--- config.mk ---
export PLATFORM = sky130hd
export DESIGN_NAME = tagged_round_robin_distributor
export DESIGN_NICKNAME = d
export VERILOG_FILES = /design/src/rtl/tagged_round_robin_distributor.sv
export SDC_FILE = /design/constraint.sdc
export NUM_CORES = 1
export LEC_CHECK = 0
export ABC_CLOCK_PERIOD_IN_PS = 2290
export CAP_MARGIN = 20
export CORE_MARGIN = 8
export CORE_UTILIZATION = 43
export CTS_CLUSTER_SIZE = 24
export DETAILED_ROUTE_END_ITERATION = 8
export PLACE_DENSITY = 0.82
export SLEW_MARGIN = 20
export SYNTH_ARGS = -nofsm -noshare
export SYNTH_HDL_FRONTEND = slang
export SYNTH_SLANG_ARGS = --single-unit
--- constraint.sdc ---
create_clock -name clk -period 2.29 [get_ports clk]
set_input_delay 0.458 -clock clk [delete_from_list [all_inputs] [get_ports clk]]
set_output_delay 0.458 -clock clk [all_outputs]
set_load 0.01 [all_outputs]
--- src/rtl/tagged_round_robin_distributor.sv ---
// Stamps each element of a single stream with a round-robin destination tag, advancing
// in blocks of BLOCK_SIZE kept elements; one registered stage, full throughput.
module tagged_round_robin_distributor #(
  parameter type         data_t          = logic [7:0],
  parameter int unsigned NUM_OUTPUTS     = 4,
  parameter int unsigned TAG_WIDTH       = 2,
  parameter int unsigned BLOCK_SIZE      = 1,
  parameter bit          FILTER_KEEP     = 1'b1,
  parameter bit          RESTART_ON_LAST = 1'b1
) (
  input  logic                 clk,
  input  logic                 rst_n,
  input  data_t                i_in_data,
  input  logic                 i_in_keep,
  input  logic                 i_in_last,
  input  logic                 i_in_valid,
  output logic                 o_in_ready,
  output data_t                o_out_data,
  output logic [TAG_WIDTH-1:0] o_out_tag,
  output logic                 o_out_keep,
  output logic                 o_out_last,
  output logic                 o_out_valid,
  input  logic                 i_out_ready
);

  localparam int unsigned            CNT_W   = $clog2(BLOCK_SIZE) + 1;
  localparam logic [CNT_W-1:0]       CNT_MAX = CNT_W'(BLOCK_SIZE - 1);
  localparam logic [TAG_WIDTH-1:0]   TAG_MAX = TAG_WIDTH'(NUM_OUTPUTS - 1);

  logic [TAG_WIDTH-1:0] r_tag;
  logic [CNT_W-1:0]     r_cnt;
  data_t                r_data;
  logic [TAG_WIDTH-1:0] r_out_tag;
  logic                 r_keep;
  logic                 r_last;
  logic                 r_valid;

  logic                 w_in_ready;
  logic                 w_accept;
  logic                 w_adv;
  logic                 w_restart;
  logic [TAG_WIDTH-1:0] w_tag_nxt;
  logic [CNT_W-1:0]     w_cnt_nxt;

  // The stage can take a new element when empty or when its content leaves this cycle.
  assign w_in_ready = !r_valid || i_out_ready;
  assign w_accept   = i_in_valid && w_in_ready;
  assign w_adv      = w_accept && (i_in_keep || !FILTER_KEEP);
  assign w_restart  = w_accept && i_in_last && RESTART_ON_LAST;

  // Next distribution state; a restarting last overrides the block advance.
  always_comb begin
    w_tag_nxt = r_tag;
    w_cnt_nxt = r_cnt;
    if (w_restart) begin
      w_tag_nxt = '0;
      w_cnt_nxt = '0;
    end else if (w_adv) begin
      if (r_cnt == CNT_MAX) begin
        w_cnt_nxt = '0;
        w_tag_nxt = (r_tag == TAG_MAX) ? '0 : r_tag + TAG_WIDTH'(1);
      end else begin
        w_cnt_nxt = r_cnt + CNT_W'(1);
      end
    end else begin
      w_tag_nxt = r_tag;
      w_cnt_nxt = r_cnt;
    end
  end

  // Distribution counters.
  always_ff @(posedge clk or negedge rst_n) begin
    if (!rst_n) begin
      r_tag <= '0;
      r_cnt <= '0;
    end else begin
      r_tag <= w_tag_nxt;
      r_cnt <= w_cnt_nxt;
    end
  end

  // Output register: load on accept (replacing a draining element), clear valid on drain.
  always_ff @(posedge clk or negedge rst_n) begin
    if (!rst_n) begin
      r_data    <= '0;
      r_out_tag <= '0;
      r_keep    <= 1'b0;
      r_last    <= 1'b0;
      r_valid   <= 1'b0;
    end else if (w_accept) begin
      r_data    <= i_in_data;
      r_out_tag <= r_tag;
      r_keep    <= i_in_keep;
      r_last    <= i_in_last;
      r_valid   <= 1'b1;
    end else if (i_out_ready) begin
      r_valid   <= 1'b0;
    end else begin
      r_valid   <= r_valid;
    end
  end

  assign o_in_ready  = w_in_ready;
  assign o_out_data  = r_data;
  assign o_out_tag   = r_out_tag;
  assign o_out_keep  = r_keep;
  assign o_out_last  = r_last;
  assign o_out_valid = r_valid;

endmodule

# Word-level counts from Yosys, hierarchy flattened
# Index checks and enable logic that the tools add are counted.
dict set report word_totals {
  register_bits 16
  inputBits 14
  out_inout_bits 14
  elab_cells 28
}
dict set report classes {
  add_sub_neg 2
  eq_ne 2
  muxes 9
  n_reduce_logical 8
}
# op count
set op_table {}
lappend op_table {{two-way mux 2 bit} 4}
lappend op_table {{two-way mux 1 bit} 5}
lappend op_table {{nonzero test 2 bit} 2}
lappend op_table {{logical AND 1 bit} 3}
lappend op_table {{adder 2 x 1 -> 2 bit (second input constant)} 1}
lappend op_table {{== test 2 bit (second input constant)} 1}
lappend op_table {{!= test 2 x 1 -> 1 bit (second input constant)} 1}
lappend op_table {{AND reduction 2 bit} 1}
lappend op_table {{adder 1 bit (second input constant)} 1}
lappend op_table {{zero test 1 bit} 1}
lappend op_table {{logical OR 1 bit} 1}

# Logic depth before layout (Yosys ltp)
# Gate-level depths: netlist (run 1).
dict set report depth {
  depth_word 6
  ltp_mapped 4
  depth_no_buf 3
}

# Worst setup path before layout (run 1)
# No wires, ideal clock.
dict set report synth_path {
  path_kind {input to register}
  start {input port i_out_ready}
  end {register r_data (netlist bit o_out_data[0])}
  setup_time_ns 0.125
  t_arrival_ns 1.158
  required_ns 2.165
  setup_slack_ns 1.007
  path_stages 4
  path_buffers 1
  cell_sequence {nand2b_4 -> nand2_4 -> buf_6 -> mux2_4}
}
dict set report synth_via {
  elab_chain_len 2
}
# element line_no
set synth_rtl {}
lappend synth_rtl {{start: declaration} 23} ;# input logic i_out_ready
lappend synth_rtl {{logical OR 1 bit} 46} ;# assign w_in_ready = !r_valid || i_out_ready;
lappend synth_rtl {{logical AND 1 bit} 47} ;# assign w_accept = i_in_valid && w_in_ready;
lappend synth_rtl {{end signal: assignment} 91} ;# r_data <= i_in_data;
lappend synth_rtl {{end: declaration} 32} ;# data_t r_data;
# Every way passes these cells.
# A chain may end at the register's enable or synchronous reset.

# Worst setup path in the final report (run 1)
dict set report layout_path {
  start {input port i_out_ready}
  end {output port o_in_ready}
}
dict set report layout_via {
  elab_chain_len 1
}
# element line_no
set layout_rtl {}
lappend layout_rtl {{logical OR 1 bit} 46}
lappend layout_rtl {{end: declaration} 17} ;# output logic o_in_ready,
# Every way passes these cells.

==> results.toml, run 1 <==
[logic_synthesis]
synth_sequential_area_ratio_pct = 58.3
synthFlopType = "dfrtp_1"
yosysTopAreaCellShare_pct = 58.3
synthSimpleGateAreaFrac_pct = 7.77
synthMostInstantiatedCell = "dfrtp_1"
number_of_flops_mapped_to_enable_cells_by_yosys = 0
synth_adder_area_share_pct = 1.94
syn_area_cell_um2 = 16.5
post_synthesis_cells = 39
synth-compound-area-share_pct = 6.41
yosys_warn_count = 0
async_flop_share_pct = 100
synth_top_family_by_area = "multiplexers"
yosys-top-cells-area = "dfrtp_1 (58%), mux2_4 (19%), mux2_2 (5.2%)"
yosys-top-cells-count = "dfrtp_1 (15), mux2_4 (8), mux2_2 (3)"
netlist_area_um2 = 644
synth.net_count = 54
synth_top_cell_by_area = "dfrtp_1"
synthDistinctLibCells = 16
synth_xor_xnor_area_share_pct = 0
synth_seq_cells = 15
synth.mux.area_fraction_pct = 23.9

[drt]
first_pass_iters = 4
drt.antenna.violating_nets = 0
initialDrtViolationCount = 6
detail_route.wirelength_mm = 1.40
dr_total_vias = 441
drt_drc_violations_left = 0
post_drt_wl_per_cell_um = 16.5
vias_per_cell = 5.19

[grt]
globalRouteOverflowTotal = 0
grt_use_total_pct = 10.8
grt_max_degree = 16
antenna_found_initial = 0
first_global_vias = 504
grt_pass1_wl_mm = 2.26

[layout]
post-route-util_pct = 65.4
share_of_layout_cells_above_drive_strength_1_pct = 24.6
antennaDiodeCount = 0
area_delta_synth_final_pct = 47.6
num-nets-final = 85

[worst_setup_path]
cpPeakStageDelay_ns = 0.54
crit_required_ns = 1.83
critical_path_end_type = "output port"
critical_path.startpoint_type = "input port"
slowest_stage_cell_crit_path = "clkdlybuf4s50_1"
worst-path-buf-inv = 2
criticalPathCategory = "input port to output port"
r2r_setup_slack_ns = 1.12
cp_top_family = "buffers and inverters"
critPathMaxFanout = 6
worstPathCellList = "clkdlybuf4s50_1 > nand2b_4 > clkdlybuf4s50_1"
r2r.worst_path.cells = 3
timing.critical_path.mode_cell = "clkdlybuf4s50_1"
rr_startpoint = "o_out_valid"
worst_r2r_dst = "o_out_data[5]"
cp_data_arrival_time_ns = 1.61

[cts]
cts_sinks = 15
hold_buffers = 0
cts-root-to-sink-buffers = 2
cts-root-buf = "clkbuf_4"
cts-buffers-inserted = 3
postCtsSetupBuffers = 0
clock_latency_on_the_worst_skew_pair_ns = 0.28
clk_pin_slew_worst_paths_ns = 0.10
htreeDepth = 1
cts_tree = "yes"
ctsResizeCount = 0

[job]
timing.max_cap.violations = 0

[sta]
period_needed_ns = 2.07
layout_setup_ws_ns = 0.221
fin_skew_ns = 0.0122
rsz0062_at_grt = "no"
timing.setup.tns_ns = 0
remaining_max_slew_budget_at_the_tightest_pin_pct = 55.4
achievable-frequency_ghz = 0.483
period_utilization_post_route_pct = 90.4
finalMaxSlewViolations = 0
hold_violations = 0
worst_slew_pin_slew_ns = 0.667
timing.final.setup_violations = 0

[place]
numPortBuffers = 27
gp_congestion = 0.782
preCtsSetupSlack_ns = 0.217

[pwr]
cellPowerDensity_nw_per_um2 = 745
static-leakage-power_uw = 0.000441
power.ir.vdd_worst_mv = 0.440
fin_total_pwr_uw = 708

[die]
die_area_um2 = 2990
core_area_um2 = 1450
fp-row-count = 14
die_width_um = 54.7
die_h_um = 54.7
initial_utilization_pct = 44.3
io-pin-count = 28

[min_path]
worstHoldEndpoint = "o_out_keep"
hold_path_depth = 1
timing.hold.worst.start = "o_out_keep"
hold_class = "flip-flop to flip-flop"

[outcome]
outcome = "finished, final reports clean"
==> power breakdown <==
group	leakage, uW	internal [uW]	switching, uW	total (uW)
registers	0.000181	311	29.1	340
clock network	0.0000177	64.8	86.8	152
logic	0.000242	144	73.1	217
==> metal layers <==
layer	routed length (um)	vias to the layer above	global-route usage (%)	share of wire, %
met2	652	24	17.4	47
met3	152	2	2.99	11
li1	-	200	-	-
met4	27	0	8.61	1.9
met1	566	215	11.6	40
met5	0	-	0	0
==> sequential cells by signal (all words and copies together) (netlist names) <==
register,cells
o_out_last,1
o_out_valid,1
o_out_data,8
r_tag,2
o_out_keep,1
o_out_tag,2
==> stage by stage <==
step                      area (um^2)  cells  hold WS, ns
after floorplan                   644     39        0.162
after detailed placement          923     81        0.465
final                             951     85        0.487
after global placement            923     81        0.471
after global routing              951     85        0.532
after CTS                         951     85        0.488
==> final cells by class <==
class | count | area, um^2
fill | 120 | 503
sequential | 15 | 375
timing repair buffer | 27 | 270
multi-input combinational | 23 | 258
clock buffer | 3 | 22.5
tap | 16 | 20.0
clock inverter | 1 | 5.00
==> cell families after synthesis <==
group / Yosys count
flip-flops: 15
multiplexers: 11
AND/OR/NAND/NOR: 6
AO/OA/AOI/OAI: 5
buffers and inverters: 1
adder cells (fa/ha/maj): 1
==> how the worst max path moves through the flow <==
| stage | startpoint | to | slack [ns] | cells past startpoint |
|---|---|---|---|---|
| 4_1_cts | i_out_ready | o_in_ready | 0.21 | 3 |
| 3_3_place_gp | i_out_ready | o_in_ready | 0.23 | 3 |
| 3_5_place_dp | i_out_ready | o_in_ready | 0.22 | 3 |
| 6_report | i_out_ready | o_in_ready | 0.22 | 3 |
| 5_1_grt | i_out_ready | o_in_ready | 0.20 | 3 |
| 2_1_floorplan | i_out_ready | o_out_data[0] | 1.01 | 4 |
==> layout by cell type (no fill, tap or decap) <==
cell type,count
clkbuf_4,3
o2bb2ai_1,1
dfrtp_1,15
nand2b_4,1
or2b_1,1
nor2b_1,1
nand2_4,1
a41oi_1,1
o211ai_1,1
clkdlybuf4s50_1,27
mux2_4,8
a21o_1,1
nor3_1,1
mux2_2,3
clkinv_2,1
a22o_1,1
and3_1,1
ha_1,1
Power figures use the tool's default switching activity.
==> inputs of run 2 (changes only) <==
Settings changed: CTS_CLUSTER_DIAMETER from default to 200, SKIP_LAST_GASP from default to 1.
==> results of run 2 <==
Same layout as run 1: the final DEF is identical, and so are final timing and power.
